<file path="src/rtl/interrupt_queue.sv">
// rtl/interrupt_queue.sv - multi-channel interrupt queue: per-channel slots, round-robin arbiter, shared FWFT FIFO
module interrupt_queue #(
    parameter  int NUM_CHANNELS = 4,
    parameter  int VALUE_WIDTH  = 16,
    parameter  int DEPTH        = 10,
    localparam int ID_W         = (NUM_CHANNELS > 1) ? $clog2(NUM_CHANNELS) : 1,
    localparam int CNT_W        = $clog2(DEPTH + 1)
) (
    input  logic                                clk,
    input  logic                                reset,
    input  logic [NUM_CHANNELS-1:0]             irq_valid,
    input  logic [NUM_CHANNELS*VALUE_WIDTH-1:0] irq_value,
    input  logic [NUM_CHANNELS-1:0]             irq_mask,
    input  logic                                pop,
    input  logic [NUM_CHANNELS-1:0]             overflow_clear,
    output logic                                pending,
    output logic [ID_W-1:0]                     head_id,
    output logic [VALUE_WIDTH-1:0]              head_value,
    output logic [CNT_W-1:0]                    count,
    output logic [NUM_CHANNELS-1:0]             overflow
);

    localparam int PTR_W = $clog2(DEPTH);
    localparam int ENT_W = ID_W + VALUE_WIDTH;

    logic [NUM_CHANNELS-1:0] r_slot_full;
    logic [VALUE_WIDTH-1:0]  r_slot_val [NUM_CHANNELS];
    logic [ID_W-1:0]         r_rr;
    logic [ENT_W-1:0]        r_mem [DEPTH];
    logic [PTR_W-1:0]        r_wr;
    logic [PTR_W-1:0]        r_rd;
    logic [CNT_W-1:0]        r_count;
    logic [NUM_CHANNELS-1:0] r_overflow;

    logic                    w_pop_eff;
    logic                    w_found;
    logic                    w_grant;
    logic [ID_W-1:0]         w_grant_id;
    logic [ID_W-1:0]         w_scan_id;
    logic [ID_W-1:0]         w_rr_next;
    logic [PTR_W-1:0]        w_wr_next;
    logic [PTR_W-1:0]        w_rd_next;
    logic [NUM_CHANNELS-1:0] w_req;
    logic [NUM_CHANNELS-1:0] w_hit;
    logic [NUM_CHANNELS-1:0] w_load;
    logic [NUM_CHANNELS-1:0] w_loss;
    logic [ENT_W-1:0]        w_head;

    assign w_pop_eff = pop & (r_count != '0);

    // Rotating search: first full slot at or after r_rr wins.
    always_comb begin
        w_found    = 1'b0;
        w_grant_id = '0;
        w_scan_id  = '0;
        for (int i = 0; i < NUM_CHANNELS; i++) begin
            w_scan_id = ID_W'((int'(r_rr) + i) % NUM_CHANNELS);
            if (!w_found && r_slot_full[w_scan_id]) begin
                w_found    = 1'b1;
                w_grant_id = w_scan_id;
            end
        end
    end

    // A full FIFO still accepts a grant when the head is popped in the same cycle.
    assign w_grant   = w_found & ((r_count < CNT_W'(DEPTH)) | pop);
    assign w_rr_next = (w_grant_id == ID_W'(NUM_CHANNELS - 1)) ? '0 : w_grant_id + ID_W'(1);
    assign w_wr_next = (r_wr == PTR_W'(DEPTH - 1)) ? '0 : r_wr + PTR_W'(1);
    assign w_rd_next = (r_rd == PTR_W'(DEPTH - 1)) ? '0 : r_rd + PTR_W'(1);

    always_comb begin
        w_req  = '0;
        w_hit  = '0;
        w_load = '0;
        w_loss = '0;
        for (int c = 0; c < NUM_CHANNELS; c++) begin
            w_req[c]  = irq_valid[c] & irq_mask[c];
            w_hit[c]  = w_grant && (w_grant_id == ID_W'(c));
            w_load[c] = w_req[c] & (~r_slot_full[c] | w_hit[c]);
            w_loss[c] = w_req[c] & r_slot_full[c] & ~w_hit[c];
        end
    end

    always_ff @(posedge clk) begin
        if (reset) begin
            r_slot_full <= '0;
            r_rr        <= '0;
            r_wr        <= '0;
            r_rd        <= '0;
            r_count     <= '0;
            r_overflow  <= '0;
        end else begin
            for (int c = 0; c < NUM_CHANNELS; c++) begin
                if (w_load[c]) begin
                    r_slot_full[c] <= 1'b1;
                end else if (w_hit[c]) begin
                    r_slot_full[c] <= 1'b0;
                end
            end
            r_overflow <= w_loss | (r_overflow & ~overflow_clear);
            if (w_grant) begin
                r_rr <= w_rr_next;
                r_wr <= w_wr_next;
            end
            if (w_pop_eff) begin
                r_rd <= w_rd_next;
            end
            if (w_grant && !w_pop_eff) begin
                r_count <= r_count + CNT_W'(1);
            end else if (!w_grant && w_pop_eff) begin
                r_count <= r_count - CNT_W'(1);
            end
        end
    end

    // Payload storage needs no reset: validity lives in r_slot_full and r_count.
    always_ff @(posedge clk) begin
        if (!reset) begin
            for (int c = 0; c < NUM_CHANNELS; c++) begin
                if (w_load[c]) begin
                    r_slot_val[c] <= irq_value[c*VALUE_WIDTH +: VALUE_WIDTH];
                end
            end
            if (w_grant) begin
                r_mem[r_wr] <= {w_grant_id, r_slot_val[w_grant_id]};
            end
        end
    end

    assign w_head     = r_mem[r_rd];
    assign pending    = (r_count != '0);
    assign head_id    = pending ? w_head[ENT_W-1 -: ID_W] : '0;
    assign head_value = pending ? w_head[VALUE_WIDTH-1:0] : '0;
    assign count      = r_count;
    assign overflow   = r_overflow;

endmodule

</file>
<file path="config.mk">
export PLATFORM = sky130hd
export DESIGN_NAME = interrupt_queue
export DESIGN_NICKNAME = d
export VERILOG_FILES = /design/src/rtl/interrupt_queue.sv
export SDC_FILE = /design/constraint.sdc
export NUM_CORES = 1
export LEC_CHECK = 0
export CORE_MARGIN = 8
export CORE_UTILIZATION = 35
export DETAILED_ROUTE_END_ITERATION = 10
export GPL_TIMING_DRIVEN = 0
export REMOVE_ABC_BUFFERS = 1
export SLEW_MARGIN = 30
export SYNTH_ARGS = -nofsm -noshare
export SYNTH_HDL_FRONTEND = slang
export SYNTH_SLANG_ARGS = --single-unit
</file>
<file path="constraint.sdc">
create_clock -name clk -period 4.3 [get_ports clk]
set_input_delay 0.86 -clock clk [delete_from_list [all_inputs] [get_ports clk]]
set_output_delay 0.86 -clock clk [all_outputs]
set_load 0.05 [all_outputs]
</file>
==> results.toml <==
[synthesis]
ys_seq_elements = 270
syn_area_um2 = 10700
yosys_warnings = 0
postSynthCellCount = 584
synth_edf_count = 244
synth_ff_type = "edfxtp_1"
synthDistinctLibCells = 42
async_flop_share_pct = 0
synth_seq_area_share_pct = 73.1
syn_area_per_cell_um2 = 18.4

[placed_design]
dp_hpwl_um = 15900
place_congestion = 0.728
portBuffers = 105

[worst_setup_path]
slowest_stage = "clkdlybuf4s50_1"
crit_path_start_kind = "flip-flop"
cp_top_family = "buffers and inverters"
cp_max_fo = 19
endpoint_kind = "primary output"
path_common_cell = "buf_12"
worst-setup-path-type = "flip-flop to primary output"
timing.critical_path.cells = "buf_12, buf_12, mux4_2, nor2b_1, a211oi_2, a211oi_1, clkdlybuf4s50_1"
path_buf_inv = 3
worst_ep_arrival_time_ns = 3.25
worstPathRequired_ns = 3.44
cpPeakStageDelay_ns = 0.72

[detailed_routing]
drt-initial-drc-count = 299
drt_drc_violations_left = 0
final_antenna_net_count = 0
wl_per_cell_um = 19.8
route.vias.total = 5543
dr.pass1.iters = 4
wirelength_um = 22500
vias_per_cell = 4.90

[global_routing]
grt_overflow_total = 0
antenna_found_initial = 0
grt_first_pass_wirelength_um = 35000
grt_usage_pct = 12.3
grt_pass1_vias = 6138
grt_max_degree = 37

[final_layout]
final_core_util_pct = 44.4
fillers = 2613
num_antenna_cells = 0
multi_input_area_um2 = 2750
fin_nets = 803
drive_gt1_share_pct = 20.5
synthToLayoutAreaGrowth_pct = 25.9
register_area_um2 = 7860
layout_common_cells = "edfxtp_1, clkdlybuf4s50_1, mux2i_1"
final_common_cell = "edfxtp_1"

[floorplanning]
die-area_um2 = 36500
initial_core_util_pct = 35.3
die_w_um = 191
die_h_um = 191
core_um2 = 30400
row_count = 64
ios = 106

[timing]
fmax_mhz = 244
hold_viol = 0
clock_skew_ns = 0.00867
finalSetupTns_ns = 0
tightest_slew_ns = 0.873
fin_crit_sh_pct = 95.5
final-setup-viol-count = 0
max-slew-margin-rel_pct = 40.1
rsz0062_at_grt = "no"
slew_violations = 0
timing.final.crit_period_ns = 4.11

[cts]
clkTransAtPathRegs_ns = 0.07
insertion_delay_ns = 0.52
htree_levels = 1
cts_root_buffer = "clkbuf_16"
clockBufferDepth = 3
cts_sinks = 270
cts_tree = "built"
postCtsSetupRepairBufs = 0
cts-buffers-inserted = 26

[power_and_ir_drop]
power_density_nw_per_um2 = 591
ir_drop_mv = 0.314
leakagePower_nw = 4.47

[min_path]
hold_path_class = "flip-flop to flip-flop"

[flow_run]
maxCapViolCount = 0

[status]
outcome = "complete, no violations"
-- final timing paths --
path                   from                end  slack, ns  cells after the start
max               flip-flop     head_value[13]       0.19                      7
max reg2reg  r_slot_full[0]  r_slot_val[1][12]       1.01                     10
min reg2reg         r_wr[3]            r_wr[3]       0.54                      2
min                 r_wr[3]            r_wr[3]       0.54                      2
-- cells by family (layout without fill, tap and decap cells) --
logic type      after synthesis  after routing  synth area share [%]
simple gates                 86             86                  4.47
compound gates               66             66                  4.73
buf+inv                      43            195                  2.27
mux                         104            104                  13.9
fa+ha+maj                     8              8                  1.00
xor+xnor                      7              7                 0.571
flops                       270            270                  73.1
-- metal layers --
layer	global-route usage (%)	share of wire, %
met4	2.49	1.2
met1	15.6	43
met2	21.5	50
met5	0	0
met3	2.61	5.4
-- worst register-to-register path, cell delays in order (launching register included) --
cell       delay [ns]
dfxtp_1          0.34
nor2b_1          0.16
nor3_1           0.23
a2bb2oi_1        0.23
and2b_2          0.70
ha_1             0.26
inv_1            0.04
o21ai_1          0.20
nor3b_2          0.38
buf_4            0.26
buf_4            0.20
-- metrics by stage --
step	hold WS, ns	power (mW)	setup slack, ns	std cells	cell area (µm²)
4_1_cts	0.523	8.10	0.0415	1132	13500
3_5_place_dp	0.514	5.67	0.00950	1084	12600
3_3_place_gp	0.478	5.54	-1.98	1055	12100
2_1_floorplan	0.461	4.84	-0.691	554	10500
6_report	0.544	7.99	0.194	1132	13500
5_1_grt	0.555	8.34	0.0194	1132	13500
-- synthesized netlist by cell type, types with 2 or more instances --
library cell,instances,area (µm²)
nand2_1,8,30.0
edfxtp_1,244,7330
nor2b_1,30,188
nand2b_1,2,12.5
ha_1,7,87.6
nand3b_1,2,15.0
buf_4,4,30.0
buf_2,6,30.0
buf_1,2,7.51
xor2_1,4,35.0
or3_1,2,12.5
mux4_2,36,811
xnor2_1,3,26.3
nor3_1,5,25.0
a211oi_1,24,180
o21ai_1,7,35.0
inv_2,3,11.3
nor2_1,21,78.8
a21oi_1,11,55.1
o21ai_0,2,10.0
buf_6,8,90.1
mux2i_1,68,681
clkbuf_1,10,37.5
nand3_1,3,15.0
inv_1,10,37.5
dfxtp_1,26,521
a211oi_2,13,163
o22ai_1,4,25.0
nor3b_1,6,45.0
-- where the power goes --
| group | leakage (nW) | switching [mW] | internal, mW |
|---|---|---|---|
| clock network | 0.454 | 0.929 | 1.51 |
| registers | 2.43 | 0.128 | 3.16 |
| logic | 1.59 | 1.35 | 0.908 |
-- flip-flops by register name (all words and copies together) (netlist names), named ones only --
register	cells
count	4
r_rr	2
r_slot_val	64
overflow	4
r_mem	180
r_rd	4
r_wr	4
r_slot_full	4
-- final cells by class --
class / instances / area share, %
clock inverter: 19 / 1.91
tap: 396 / 3.66
multi-input combinational: 271 / 20.4
clock buffer: 29 / 5.05
inverter: 13 / 0.361
sequential: 270 / 58.1
timing repair buffer: 134 / 10.5
-- what timing repair did --
action                                  4_1_cts  5_1_grt
hold buffers                                  0        0
cloned                                        0        0
resized for setup                             1        8
endpoints found under the setup margin        1        8
(Power assumes the default switching activity.)
